===== config.mk =====
export PLATFORM = sky130hd
export DESIGN_NAME = dma_rd_port
export DESIGN_NICKNAME = d
export VERILOG_FILES = /design/src/rtl/dma_rd_port_pkg.sv /design/src/rtl/dma_rd_port_sync_fifo.sv /design/src/rtl/dma_rd_port.sv
export SDC_FILE = /design/constraint.sdc
export NUM_CORES = 1
export LEC_CHECK = 0
export CAP_MARGIN = 20
export CORE_MARGIN = 2
export CORE_UTILIZATION = 53
export DETAILED_ROUTE_END_ITERATION = 10
export PLACE_DENSITY = 0.8
export SLEW_MARGIN = 20
export SYNTH_ARGS = -nofsm -noshare
export SYNTH_HDL_FRONTEND = slang
export SYNTH_SLANG_ARGS = --single-unit

===== constraint.sdc =====
create_clock -name clk -period 1.95 [get_ports clk]
set_input_delay 0.39 -clock clk [delete_from_list [all_inputs] [get_ports clk]]
set_output_delay 0.39 -clock clk [all_outputs]
set_load 0.01 [all_outputs]

===== src/rtl/dma_rd_port_pkg.sv =====
// rtl/dma_rd_port_pkg.sv - shared defaults and sizing helper for the DMA read port
package dma_rd_port_pkg;

   localparam int DEF_AW    = 11;
   localparam int DEF_IFW   = 8;
   localparam int DEF_DW    = 32;
   localparam int DEF_DEPTH = 4;

   // Occupancy counters must represent 0..depth inclusive.
   function automatic int cnt_w(input int depth);
      return $clog2(depth) + 1;
   endfunction

endpackage


===== src/rtl/dma_rd_port_sync_fifo.sv =====
// rtl/dma_rd_port_sync_fifo.sv - power-of-two synchronous FIFO with occupancy count
module dma_rd_port_sync_fifo
   import dma_rd_port_pkg::*;
#(
   parameter int W     = DEF_DW + DEF_IFW + 2,
   parameter int DEPTH = DEF_DEPTH,
   localparam int CW   = cnt_w(DEPTH)
) (
   input  logic          clk,
   input  logic          rst_n,
   input  logic          push,
   input  logic [W-1:0]  push_data,
   input  logic          pop,
   output logic [W-1:0]  head,
   output logic [CW-1:0] count,
   output logic          empty
);

   localparam int PW = $clog2(DEPTH);

   logic [W-1:0]  mem [DEPTH];
   logic [PW-1:0] wr_ptr;
   logic [PW-1:0] rd_ptr;
   logic          pop_ok;

   assign empty  = (count == '0);
   assign pop_ok = pop && !empty;
   assign head   = mem[rd_ptr];

   // Storage is deliberately not reset; only the pointers define validity.
   always_ff @(posedge clk) begin
      if (push) begin
         mem[wr_ptr] <= push_data;
      end
   end

   always_ff @(posedge clk or negedge rst_n) begin
      if (!rst_n) begin
         wr_ptr <= '0;
         rd_ptr <= '0;
         count  <= '0;
      end else begin
         if (push) begin
            wr_ptr <= PW'(wr_ptr + 1'b1);
         end
         if (pop_ok) begin
            rd_ptr <= PW'(rd_ptr + 1'b1);
         end
         case ({push, pop_ok})
            2'b10:   count <= CW'(count + 1'b1);
            2'b01:   count <= CW'(count - 1'b1);
            default: count <= count;
         endcase
      end
   end

endmodule


===== src/rtl/dma_rd_port.sv =====
// rtl/dma_rd_port.sv - credit-controlled SRAM read responder for the DMA address stream
module dma_rd_port
   import dma_rd_port_pkg::*;
#(
   parameter int AW    = DEF_AW,
   parameter int IFW   = DEF_IFW,
   parameter int DW    = DEF_DW,
   parameter int DEPTH = DEF_DEPTH
) (
   input  logic           clk,
   input  logic           rst_n,
   input  logic [AW-1:0]  in_addr,
   input  logic [IFW-1:0] in_info,
   input  logic           in_first,
   input  logic           in_last,
   input  logic           in_valid,
   output logic           in_ready,
   output logic           mem_en,
   output logic [AW-1:0]  mem_addr,
   input  logic [DW-1:0]  mem_rdata,
   output logic [DW-1:0]  m_data,
   output logic [IFW-1:0] m_info,
   output logic           m_first,
   output logic           m_last,
   output logic           m_valid,
   input  logic           m_ready,
   output logic           busy
);

   localparam int W  = DW + IFW + 2;
   localparam int CW = cnt_w(DEPTH);

   logic           issue;
   logic           inflight;
   logic [IFW-1:0] p_info;
   logic           p_first;
   logic           p_last;
   logic [CW:0]    credit_used;
   logic [CW-1:0]  fifo_count;
   logic           fifo_empty;
   logic [W-1:0]   fifo_head;
   logic           pop;

   // Credits come from registers only, so in_ready never depends on m_ready or in_valid.
   assign credit_used = {1'b0, fifo_count} + {{CW{1'b0}}, inflight};
   assign in_ready    = (credit_used < (CW+1)'(DEPTH));

   assign issue    = in_valid && in_ready;
   assign mem_en   = issue;
   assign mem_addr = in_addr;

   always_ff @(posedge clk or negedge rst_n) begin
      if (!rst_n) begin
         inflight <= 1'b0;
         p_info   <= '0;
         p_first  <= 1'b0;
         p_last   <= 1'b0;
      end else begin
         inflight <= issue;
         if (issue) begin
            p_info  <= in_info;
            p_first <= in_first;
            p_last  <= in_last;
         end
      end
   end

   assign pop = m_valid && m_ready;

   dma_rd_port_sync_fifo #(
      .W     (W),
      .DEPTH (DEPTH)
   ) u_fifo (
      .clk       (clk),
      .rst_n     (rst_n),
      .push      (inflight),
      .push_data ({mem_rdata, p_info, p_first, p_last}),
      .pop       (pop),
      .head      (fifo_head),
      .count     (fifo_count),
      .empty     (fifo_empty)
   );

   assign {m_data, m_info, m_first, m_last} = fifo_head;
   assign m_valid = !fifo_empty;
   assign busy    = inflight || !fifo_empty;

endmodule

### Yosys cells after proc, flatten, opt, wreduce, memory -nomap -nowiden

Memories as Yosys holds them, arrays and structs flattened.
Index checks and enable logic that the tools add are counted.
W data, S select, Z words.

* reductions and logical operators: 7
* $lt $le $gt $ge: 1
* eq/ne operators: 2
* $add $sub $neg: 5
* muxes and demuxes: 3

Operator list (count)
* $pmux W3 S2: 1
* $add A2 B1 Y2 const B: 2
* $add A3 B1 Y4: 1
* $lt A4 B3 Y1 const B: 1
* $add A3 B1 Y3 const B: 1
* $logic_and A1 B1 Y1: 3
* $logic_not A3 Y1: 1
* $sub A3 B1 Y3 const B: 1
* $eq A2 B1 Y1 const B: 1
* $eq A2 B2 Y1 const B: 1
* $mux W1: 2
* $reduce_bool A2 Y1: 1
* $logic_not A1 Y1: 1
* $logic_or A1 B1 Y1: 1

* flip-flop bits (word level): 18
* word-level logic and storage cells: 26
* bits in writable memories: 168
* memories kept: 1

Memory list
* u_fifo.mem: words 4, bits a word 42, rd ports 1, clocked after Yosys merged registers in 0, wr ports 1, RTL line dma_rd_port_sync_fifo.sv:21 `logic [W-1:0] mem [DEPTH];`

### Depth between registers and ports, before layout

* word-level depth: 6
* mapped depth: 8
* depth with buffers taken out: 7

### Cells and area by module

From an unflattened synthesis, not the netlist that was laid out.

* cell total of the unflattened synthesis: 295
* area total of the unflattened synthesis: 7083.0 um^2

By module, submodules not included
* dma_rd_port_sync_fifo: instances 1, sequential area each 5220.0 um^2, cells an instance 256, area an instance 6520.0 um^2
* dma_rd_port: instances 1, sequential area each 275.3 um^2, cells an instance 39, area an instance 563.0 um^2

### Worst setup path after synthesis

No wires, ideal clock.

* kind: flip-flop to flip-flop
* from: reg u_fifo.count[0]
* to: reg u_fifo.count[2]
* library setup time: 0.079 ns
* stages on the path, launching flop included: 8
* required time: 1.871 ns
* path buffers: 0
* arrival time: 1.603 ns
* period minus slack after synthesis: 1.683 ns
* path slack: 0.267 ns
* path through: dfrtp_1 o31a_1 ha_1 inv_1 fa_1 xor2_1 nor2_1 xor2_1

* cells in the longest elaborated chain, start to end: 6
* elaborated cells between the ends (all ways): 10
* classes of those cells: add/sub: 2; eq/ne: 2; mux: 1; reduce/logical: 5

RTL lines
* start: declaration: RTL line dma_rd_port_sync_fifo.sv:15 `output logic [CW-1:0] count,`
* start signal: assignment: RTL line dma_rd_port_sync_fifo.sv:50 `2'b10: count <= CW'(count + 1'b1);`
* start signal: assignment: RTL line dma_rd_port_sync_fifo.sv:51 `2'b01: count <= CW'(count - 1'b1);`
* start signal: assignment: RTL line dma_rd_port_sync_fifo.sv:52 `default: count <= count;`
* $logic_not A3 Y1 *: RTL line dma_rd_port_sync_fifo.sv:26 `assign empty = (count == '0);`
* $logic_not A1 Y1 *: RTL line dma_rd_port_sync_fifo.sv:27, dma_rd_port.sv:85
* $logic_and A1 B1 Y1: RTL line dma_rd_port.sv:68 `assign pop = m_valid && m_ready;`
* $logic_and A1 B1 Y1 *: RTL line dma_rd_port_sync_fifo.sv:27 `assign pop_ok = pop && !empty;`
* net u_fifo.pop_ok: RTL line dma_rd_port_sync_fifo.sv:24 `logic pop_ok;`
* $eq A2 B1 Y1 / $eq A2 B2 Y1 (equally long branches): RTL line dma_rd_port_sync_fifo.sv:49 `case ({push, pop_ok})`
* $pmux W3 S2 / $reduce_bool A2 Y1 (equally long branches)

The timed path passes the listed nets; every way through them passes the cells marked *.
A chain may end at the register's enable or synchronous reset.

### Worst setup path after layout

* from: reg u_fifo.rd_ptr[0]
* to: out m_info[4]

* cells in the longest elaborated chain, start to end: 1

RTL lines
* start: declaration: RTL line dma_rd_port_sync_fifo.sv:23 `logic [PW-1:0] rd_ptr;`
* start signal: assignment: RTL line dma_rd_port_sync_fifo.sv:47 `rd_ptr <= PW'(rd_ptr + 1'b1);`
* $mem_v2 Z4 W42
* end: declaration: RTL line dma_rd_port.sv:22 `output logic [IFW-1:0] m_info,`

Every way passes these cells.

==> summary.md <==
| Metric | Value |
|---|---|
| Grt ovf | `0` |
| FILL cells | `812` |
| Number of global-route vias before repair | `3542` |
| Clock sink total | `186` |
| Largest net degree at the start of global routing | `33` |
| Global-route wire length before repair | `19690 µm` |
| Initial antenna violation count | `0` |
| Top cell type's share of synthesized area | `71.71%` |
| Num CTS Buffers | `17` |
| Final hold vios | `0` |
| FP Rows | `42` |
| Switch Pwr | `3.682 mW` |
| Clk buf depth | `2` |
| Core ar. | `13090 µm²` |
| Max Cap Violations | `0` |
| Worst R2R End | `u_fifo.count[2]$_DFFE_PN0P_` |
| P_int | `9.780 mW` |
| Area delta synth->final | `26.73%` |
| Ant diodes | `0` |
| Number of routed nets with antenna violations | `0` |
| Max FO, Critical Path | `5` |
| Count leader, synth | `edfxtp_1` |
| Endpoint class of the critical path | `output port` |
| DR WL/cell | `20.83 µm` |
| Total Power | `13.46 mW` |
| Share of cells above drive strength 1 | `39.11%` |
| RSZ-0062 raised after global routing | `true` |
| Gate Count Post-Synth | `294` |
| Net Count, Synth | `357` |
| Outcome | `complete, but fails checks` |
| Via density | `5.335` |
| Peak VDD IR | `0.0008233 V` |
| Die H | `119.2 µm` |
| CTS root buffer | `clkbuf_16` |
| Kind of critical path | `reg -> out` |
| Clk_lat worst skew | `0.43 ns` |
| Drt first pass iters | `4` |
| Max-Slew Margin vs Limit | `76.58%` |
| GRT Util Overall | `19.45%` |
| Maximum clock rate | `0.4498 GHz` |
| CP Launch Type | `register` |
| Final Setup Violations | `42` |
| Area contributors post-synth | `edfxtp_1, mux4_2, dfrtp_1, mux2_4, buf_4` |
| Post-synth EDFFs | `168` |
| Tmin final | `2.223 ns` |
| Iter 0 DRT Violations | `166` |
| Worst Hold Class | `in -> async` |
| Fin Clk Skew | `0.006993 ns` |
| Sequential power share | `41.3%` |
| Final nets | `477` |
| Worst EP arrival | `1.83 ns` |
| Failing checks | `negative setup slack` |
| Worst path required time | `1.56 ns` |
| Starting Density | `53.77%` |
| CTS tree | `done` |
| Vias | `3217` |
| Syn Std Cell Area | `7035 µm²` |
| P per Cell Area | `1510 nW/µm²` |
| Hpwl dp | `7605 µm` |
| Routed WL | `12560 µm` |
| Top Ports | `114` |
| Final period util | `114.0%` |
| DIE WIDTH | `119.2 µm` |
| Switch share | `27.35%` |
| Htree depth | `4` |
| Final GP Congestion | `0.6986` |
| Post-synth ARST share | `9.677%` |
| Syn avg cell area | `23.93 µm²` |
| Clk slew on worst S/H paths | `0.06 ns` |
| Flops & latches, synth | `186` |
| Register area | `5502 µm²` |
| Final Max Slew Viols | `0` |
| Pleak | `3.139 nW` |
| Most used DFF post-synth | `edfxtp_1` |
| Leading area contributor after synthesis | `edfxtp_1` |
| Logic pwr share | `34.2%` |
| Port Buffers | `91` |
| Most frequent cells after synthesis | `edfxtp_1, mux4_2, dfrtp_1` |
| Clock share of power | `24.6%` |
| Worst Tran Pin Value | `0.3513 ns` |
| R2R Setup Slk | `0.15 ns` |
| DRC viols | `0` |
| Die area | `14210 µm²` |
| Reg2reg start | `inflight$_DFF_PN0_` |
| Sequential area share after synthesis | `78.11%` |
| Hold Slack | `0.3035 ns` |
| Worst reg-to-reg path cell count | `8` |
| Yosys cell types | `24` |
| Combined area of the multi-input logic cells | `1345 µm²` |
| Warning count from the yosys run | `0` |
| Worst Setup Slack, final | `-0.2734 ns` |
kinds of logic (layout without fill, tap and decap cells):
| logic type | after synthesis | after routing | share of synthesized area (%) |
|---|---|---|---|
| AO/OA/AOI/OAI | 3 | 3 | 0.4979 |
| multiplexers | 53 | 53 | 15.67 |
| XOR/XNOR | 6 | 6 | 0.7469 |
| AND/OR/NAND/NOR | 10 | 10 | 0.8538 |
| adder cells (fa/ha/maj) | 6 | 6 | 1.174 |
| buffers and inverters | 30 | 163 | 2.952 |
| flip-flops | 186 | 186 | 78.11 |
sequential cells by signal (all words and copies together), names as in the netlist:
name and count:
inflight 1, u_fifo.wr_ptr 2, u_fifo.mem 168, p_first 1, p_last 1, u_fifo.rd_ptr 2, p_info 8, u_fifo.count 3
area by class of cell:
class                   count  share of cell area (%)
clock inverters            11                   1.361
multi-input cells          78                   15.09
flip-flops and latches    186                   61.70
well taps                 176                   2.470
clock buffers              21                   5.052
inverters                   7                  0.2947
repair buffers            124                   14.03
what timing repair did:
action,CTS,global route
endpoints found under the setup margin,46,45
pin swaps,1,1
resized for setup,203,17
cloned,3,0
buffers inserted,8,3
hold buffers,0,0
layer usage:
layer	vias to the layer above	GRT usage, %	share of wire, %
met5	-	0	0
met4	0	8.929	2.3
met3	20	4.933	4.6
met2	92	33.08	53
met1	1675	23.55	40
li1	1430	-	-
through the flow:
stage               utilization [%]  instance area (µm²)  TNS, ns  worst slack [ns]  instances
floorplan                         -                 7036        0            0.2675        294
global placement              62.99                 8243   -4.755           -0.1568        560
detailed placement            62.99                 8243   -5.293           -0.2282        560
global route                  68.14                 8916   -11.99           -0.3159        603
CTS                           67.95                 8891   -11.35           -0.3776        603
finish                        68.14                 8916   -10.24           -0.2734        603
power groups by stage:
stage                     clock (mW)  combinational [mW]  sequential (mW)
after floorplan                    0                2.49             5.50
after global placement             0                4.29             5.59
after detailed placement           0                4.34             5.66
after CTS                       3.39                4.62             5.55
after global routing            3.52                4.91             5.63
final                           3.31                4.60             5.56
critical path, cell delays in order (launching register included):
cell and delay (ns):
dfrtp_4 0.51, buf_12 0.16, buf_16 0.13, mux4_2 0.46, buf_6 0.15
worst max path at each step:
| stage | slack [ns] | endpoint | start | cells past startpoint |
|---|---|---|---|---|
| CTS | -0.38 | m_data[9] | u_fifo.rd_ptr[0]$_DFFE_PN0P_ | 5 |
| floorplan | 0.27 | u_fifo.count[2]$_DFFE_PN0P_ | u_fifo.count[0]$_DFFE_PN0P_ | 7 |
| detailed placement | -0.23 | u_fifo.count[2]$_DFFE_PN0P_ | m_ready | 8 |
| global route | -0.32 | m_info[4] | u_fifo.rd_ptr[0]$_DFFE_PN0P_ | 4 |
| global placement | -0.16 | m_data[22] | u_fifo.rd_ptr[0]$_DFFE_PN0P_ | 3 |
| finish | -0.27 | m_info[4] | u_fifo.rd_ptr[0]$_DFFE_PN0P_ | 4 |
cells in the final DEF, fill, tap and decap left out, drive strengths merged, types with 2 or more instances in the layout:
cell type,netlist,final
and2,4,4
bufinv,0,2
nand2,3,3
mux4,42,42
xnor2,2,2
dfrtp,18,18
ha,5,5
clkdlybuf4s50,0,45
buf,22,76
xor2,4,4
inv,7,10
clkinv,0,3
clkbuf,1,22
edfxtp,168,168
mux2,10,10
clkinvlp,0,3
Power figures use the tool's default switching activity.
==> RTL edit, RTL diff (same settings) <==
Change the package constant `DEF_DEPTH` from 4 to 2.
--- a/src/rtl/dma_rd_port_pkg.sv
+++ b/src/rtl/dma_rd_port_pkg.sv
@@ -5,5 +5,5 @@
    localparam int DEF_IFW   = 8;
    localparam int DEF_DW    = 32;
-   localparam int DEF_DEPTH = 4;
+   localparam int DEF_DEPTH = 2;
 
    // Occupancy counters must represent 0..depth inclusive.
Function: changed (Yosys sat finds a counterexample within 4 cycles, from zero or initial values and one cycle with rst_n low).
==> RTL edit against the unedited design <==
  * Core utilization increased by 3.1 points
  * Sequential cell count decreased by 87
  * Synthesized cell count decreased by 37%
  * Final area decreased by 45%
  * Hold slack improved by 0.073 ns
  * Die area decreased by 45%
  * Total power decreased by 50%
  * Cell count decreased by 36%
  * Wire length decreased by 48%
  * Critical path type unchanged
  * Synthesized area decreased by 47%
  * Worst setup slack improved by 0.33 ns
==> RTL edit: results (changes against the unedited design) <==
[power_and_ir_drop]
swShare=0.292  ; +0.0188

[yosys]
synthArstFlopShare=0.152  ; +0.0547
postSynthAreaPerCell_sq_um=20.4  ; -15%
synth_edf_count=84  ; -50%

[clock_tree]
clk_pin_slew_ns=0.09  ; +0.03 ns
cts_resized=149  ; -27%
cts_root_buf=clkbuf_8
numCtsBuffers=9  ; -8

[drt]
met1Wirelength_um=2540  ; -49%
wl_met2_um=3600  ; -46%
wl_per_cell_um=17.1  ; -18%
first_iter_violations=52  ; -69%
dr_wl_met3_um=362  ; -37%
vias=1896  ; -41%

[final_layout]
nets=341  ; -29%
multiInputGateArea_sq_um=737  ; -45%
finalNonFillerCells=384  ; -36%
num-clock-buffers=11  ; -48%
reg_top3=u_fifo.mem: 84 flops, p_info: 8 flops, u_fifo.count: 2 flops
comb.multi_input.count=66  ; -15%

[sta]
finalClockSkew_ns=0.00597  ; -0.00102 ns

[floorplan]
fp.dieArea_sq_um=7760  ; -45%

[status]
outcome=finished clean

[place]
place_congestion=0.712  ; +1.9%
post_dp_cell_area_sq_um=4760  ; -42%

[setup_path]
worstPathMaxFanout=10  ; +5
cp_slowest_stage_delay_ns=0.45  ; -0.06 ns

[global_route]
track_usage=0.174  ; -0.0202

## RTL edit: cell count changes in the layout (fill, tap and decap cells not counted), sizes merged, moves of 3 or more
cell / delta
buf: -32
clkbuf: -9
clkdlybuf4s15: +10
dfrtp: -3
edfxtp: -84
ha: -4
inv: -7
mux2: +42
mux4: -42
## RTL edit: worst paths after layout
| path | from | endpoint | cells after the start | slack (ns) |
|---|---|---|---|---|
| hold / removal | rst_n | p_info[6] | 2 | 0.38 |
| min in group clk | p_last | u_fifo.mem[1][0] | 0 | 0.48 |
| hold reg to reg | p_last | u_fifo.mem[1][0] | 0 | 0.48 |
| setup / recovery | u_fifo.rd_ptr | m_info[7] | 4 | 0.05 |
| setup reg to reg | u_fifo.count[0] | u_fifo.count[1] | 5 | 0.33 |
| max in group asynchronous | rst_n | u_fifo.rd_ptr | 2 | 1.38 |
## RTL edit: worst reg2reg max path: stages (launching register included)
cell and delay [ns]:
dfrtp_2 0.45, or2_2 0.31, and2_1 0.19, ha_1 0.31, nor2_1 0.14, xor2_1 0.16
